--- config.mk ---
export PLATFORM = sky130hd
export DESIGN_NAME = comp_arch_basics_unit_flat
export DESIGN_NICKNAME = d
export VERILOG_FILES = /design/src/rtl/comp_arch_pkg.sv /design/src/rtl/comp_arch_basics_unit_if.sv /design/src/rtl/shift_stage.sv /design/src/rtl/comp_arch_basics_unit.sv /design/src/flat_wrapper.sv
export SDC_FILE = /design/constraint.sdc
export NUM_CORES = 1
export LEC_CHECK = 0
export BUFFER_PORTS_ARGS = -buffer_cell sky130_fd_sc_hd__buf_2
export CELL_PAD_IN_SITES_DETAIL_PLACEMENT = 1
export CELL_PAD_IN_SITES_GLOBAL_PLACEMENT = 1
export CORE_AREA = 5 5 42 44
export CTS_CLUSTER_DIAMETER = 30
export DETAILED_ROUTE_END_ITERATION = 8
export DIE_AREA = 0 0 47 49
export PLACE_DENSITY_LB_ADDON = 0.1
export SLEW_MARGIN = 20
export SYNTH_ARGS = -nofsm -noshare
export SYNTH_HDL_FRONTEND = slang
export SYNTH_SLANG_ARGS = --single-unit
--- constraint.sdc ---
create_clock -name clock -period 0.8 [get_ports clock]
set_input_delay 0.12 -clock clock [delete_from_list [all_inputs] [get_ports clock]]
set_output_delay 0.12 -clock clock [all_outputs]
set_load 0.1 [all_outputs]
--- src/rtl/comp_arch_pkg.sv ---
// Shared types and defaults for the comp_arch_basics_unit datapath slice.
// Shift direction encoding matches the raw right_shift control bit.
package comp_arch_pkg;

    localparam int DEFAULT_WIDTH = 4;

    typedef enum logic {
        SHIFT_LEFT  = 1'b0,
        SHIFT_RIGHT = 1'b1
    } shift_dir_t;

endpackage : comp_arch_pkg

--- src/rtl/comp_arch_basics_unit_if.sv ---
// Signal bundle for comp_arch_basics_unit: NAND operands, shifter controls and results.
// The master side drives operands; the slave side (the unit) returns results.
interface comp_arch_basics_unit_if #(
    parameter int WIDTH = 4
);

    logic             a;
    logic             b;
    logic             right_shift;
    logic [WIDTH-1:0] four_in;
    logic             nand_out;
    logic [WIDTH-1:0] four_out;
    logic [WIDTH-1:0] four_shifted;

    modport master (
        output a,
        output b,
        output right_shift,
        output four_in,
        input  nand_out,
        input  four_out,
        input  four_shifted
    );

    modport slave (
        input  a,
        input  b,
        input  right_shift,
        input  four_in,
        output nand_out,
        output four_out,
        output four_shifted
    );

endinterface : comp_arch_basics_unit_if

--- src/rtl/shift_stage.sv ---
// Combinational single-position logical shifter; the vacated bit is zero-filled
// and the bit shifted out is dropped.
module shift_stage
    import comp_arch_pkg::*;
#(
    parameter int WIDTH = DEFAULT_WIDTH
) (
    input  logic [WIDTH-1:0] data,
    input  shift_dir_t       dir,
    output logic [WIDTH-1:0] shifted
);

    always_comb begin
        shifted = '0;
        case (dir)
            SHIFT_RIGHT: shifted = {1'b0, data[WIDTH-1:1]};
            SHIFT_LEFT:  shifted = {data[WIDTH-2:0], 1'b0};
            default:     shifted = '0;
        endcase
    end

endmodule : shift_stage

--- src/rtl/comp_arch_basics_unit.sv ---
// Step-1 datapath primitive: combinational NAND, a registered copy of four_in and
// a registered one-position shift of four_in, both cleared by async active-low reset.
module comp_arch_basics_unit
    import comp_arch_pkg::*;
#(
    parameter int WIDTH = DEFAULT_WIDTH
) (
    input  logic                    clock,
    input  logic                    reset,
    comp_arch_basics_unit_if.slave  bus
);

    logic [WIDTH-1:0] shifted_w;
    logic [WIDTH-1:0] four_out_d;
    logic [WIDTH-1:0] four_out_q;
    logic [WIDTH-1:0] four_shifted_d;
    logic [WIDTH-1:0] four_shifted_q;

    assign bus.nand_out = ~(bus.a & bus.b);

    // Shifter always sources the live input word, so nothing recirculates.
    shift_stage #(
        .WIDTH (WIDTH)
    ) u_shift_stage (
        .data    (bus.four_in),
        .dir     (shift_dir_t'(bus.right_shift)),
        .shifted (shifted_w)
    );

    always_comb begin
        four_out_d     = bus.four_in;
        four_shifted_d = shifted_w;
    end

    // Register stage: capture copy and shifted word on the same edge.
    always_ff @(posedge clock or negedge reset) begin
        if (!reset) begin
            four_out_q     <= '0;
            four_shifted_q <= '0;
        end else begin
            four_out_q     <= four_out_d;
            four_shifted_q <= four_shifted_d;
        end
    end

    assign bus.four_out     = four_out_q;
    assign bus.four_shifted = four_shifted_q;

endmodule : comp_arch_basics_unit

--- src/flat_wrapper.sv ---
// flat-port wrapper written by rule: the top's interface ports become plain ports
module comp_arch_basics_unit_flat import comp_arch_pkg::*;
#(
    parameter int WIDTH = DEFAULT_WIDTH
)
  (clock, reset, bus_a, bus_b, bus_right_shift, bus_four_in, bus_nand_out, bus_four_out, bus_four_shifted);
  comp_arch_basics_unit_if #(.WIDTH(WIDTH)) bus_i ();
  input  logic clock;
  input  logic reset;
  input wire logic [$bits(bus_i.a)-1:0] bus_a;
  input wire logic [$bits(bus_i.b)-1:0] bus_b;
  input wire logic [$bits(bus_i.right_shift)-1:0] bus_right_shift;
  input wire logic [$bits(bus_i.four_in)-1:0] bus_four_in;
  output wire logic [$bits(bus_i.nand_out)-1:0] bus_nand_out;
  output wire logic [$bits(bus_i.four_out)-1:0] bus_four_out;
  output wire logic [$bits(bus_i.four_shifted)-1:0] bus_four_shifted;
  assign bus_i.a = bus_a;
  assign bus_i.b = bus_b;
  assign bus_i.right_shift = bus_right_shift;
  assign bus_i.four_in = bus_four_in;
  assign bus_nand_out = bus_i.nand_out;
  assign bus_four_out = bus_i.four_out;
  assign bus_four_shifted = bus_i.four_shifted;
  comp_arch_basics_unit #(.WIDTH(WIDTH)) u_core (.clock(clock), .reset(reset), .bus(bus_i));
endmodule
==> reports/qor.yml <==
grt_pass1_vias: 248
post_cts_buffers: 0
netlist_instances: 13
tightest_slew_ps: 183
yosys_warnings: 0
place_ws_ps: 94.2
crit_family: "flip-flops"
start_kind: "flip-flop"
setup_viol: 8
slew_headroom_pct: 87.8
io-pin-count: 18
status: "finished with violations"
drive_gt1_share_pct: 89.2
arrival_ps: 830
grtUsageMet3_pct: 2.21
via_per_inst: 3.81
rows: 14
synth_edf_count: 0
synthFlopType: "dfrtp_1"
synthArstFlopShare_pct: 100
portBuffers: 17
avgSynthCellArea_um2: 18.7
antenna_found_initial: 0
numCtsBuffers: 3
yosysMostFrequentCell: "dfrtp_1"
leakage_nw: 0.252
synth-seq-area-share_pct: 82.5
drv_cap: 0
n_antenna_cell: 0
htreeDepth: 1
grt.overflow.total: 0
worstSetupEndpointType: "output port"
die_h_um: 49
yosys.area.top_type: "dfrtp_1"
hold_path_class: "primary input to flip-flop"
drt_first_iter_violations: 3
crit_buf_inv: 1
dieArea_mm2: 0.00230
crit_chain: "buf_12"
clockRootBuffer: "clkbuf_4"
clk_pin_slew_ps: 50
syn2layout_area_growth_pct: 130
cellPowerDensity_mw_per_mm2: 2010
syn_area_um2: 243
min_period_ps: 953
synth_top_area_share_pct: 82.5
final_max_slew_viol_count: 0
fmax_mhz: 1050
die_x_um: 47
num-fill-cells: 155
grt_max_degree: 9
rsz0062_at_grt: "true"
grt_pass1_wl_um: 993
cts.sink_count: 8
fp.coreArea_mm2: 0.00140
initial_utilization_pct: 17.3
hold_viol: 0
post-route-drc-count: 0
slowest_delay_ps: 410
violations: "setup timing"
synth_nets: 22
stdcell_area_um2: 558
antenna_left: 0
critical_path_class: "flip-flop to output port"
cts_tree: "done"
synthTopCellsByArea: "dfrtp_1 82%, mux2_2 9.3%, and2b_2 3.6%, and2_2 3.1%, nand2_1 1.5%"
critPathMaxFanout: 1
grt_use_total_pct: 6.39
cts.repair.resized: 0
top_usage_layer: "met2"
grt_use_met2_pct: 10.9
slowest_stage: "dfrtp_2"
synth_common_cells: "8 x dfrtp_1, 2 x mux2_2, 1 x and2_2, 1 x and2b_2, 1 x nand2_1"
globalplace.congestion: 0.600
dr.pass1.iters: 4
vias: 202
finalCritPeriodShare_pct: 119
synthDistinctLibCells: 5
grtUsageMet1_pct: 5.42
synth-seq-cells: 8
worst_ep_required_time_ps: 680
worst_slack_ps: -153
clockBufferDepth: 2
wirelength_um: 618
ir_drop_mv: 0.985
fin_nets: 48
wl_per_cell_um: 11.7
place_area_um2: 495
==> repair_timing <==
action,in CTS,in global routing
hold buffers,4,0
endpoints found under the hold margin,11,0
endpoints found under the setup margin,8,8
==> where the power goes <==
group	switching (mW)	internal [mW]
clock network	0.126	0.171
logic	0.231	0.139
registers	0.0200	0.433
total	0.378	0.742
==> cells in the final DEF (no fill, tap or decap), drive strengths merged <==
cell type     n
and2          1
nand2         1
dlygate4sd3   4
buf          17
and2b         1
mux2          2
dfrtp         8
clkbuf        3
==> final timing paths <==
path	slack (ps)	endpoint	start	cells past startpoint
max	-150	bus_four_shifted[2]	u_core.bus.four_shifted[2]$_DFF_PN0_	1
min	8	u_core.bus.four_out[2]$_DFF_PN0_	bus_four_in[2]	1
max in group asynchronous	370	u_core.bus.four_shifted[1]$_DFF_PN0_	reset	2
min in group asynchronous	250	u_core.bus.four_out[3]$_DFF_PN0_	reset	2
==> stage by stage <==
step | cells | util, % | TNS (ps) | hold WS, ps | power, mW
2_1_floorplan | 13 | - | 0 | -176 | 0.654
3_3_place_gp | 46 | 35.4 | 0 | -32.8 | 0.813
3_5_place_dp | 46 | 35.4 | 0 | -23.7 | 0.819
4_1_cts | 53 | 39.8 | -1240 | 2.51 | 1.14
5_1_grt | 53 | 39.8 | -1350 | 5.83 | 1.17
6_report | 53 | 39.8 | -1150 | 7.51 | 1.12
==> layout make-up <==
| class | count | area [µm²] | share of cell area, % |
|---|---|---|---|
| repair buffers | 21 | 260 | 46.6 |
| flip-flops and latches | 8 | 210 | 37.7 |
| multi-input cells | 5 | 45.0 | 8.07 |
| clock buffers | 3 | 22.5 | 4.04 |
| well taps | 16 | 20.0 | 3.59 |
==> per-layer routing <==
metal | share of wire (%) | wire, µm
met1 | 33 | 204
met2 | 57 | 353
met3 | 9.7 | 60
met4 | 0 | 0
met5 | 0 | 0
==> registers in the layout, summed over array words and instances, names as in the netlist <==
name                     flops
u_core.bus.four_shifted      4
u_core.bus.four_out          4
==> kinds of logic after synthesis <==
group,synth area share (%)
DFF,82.5
muxes,9.28
and+or+nand+nor,8.25
Power figures use the tool's default switching activity.
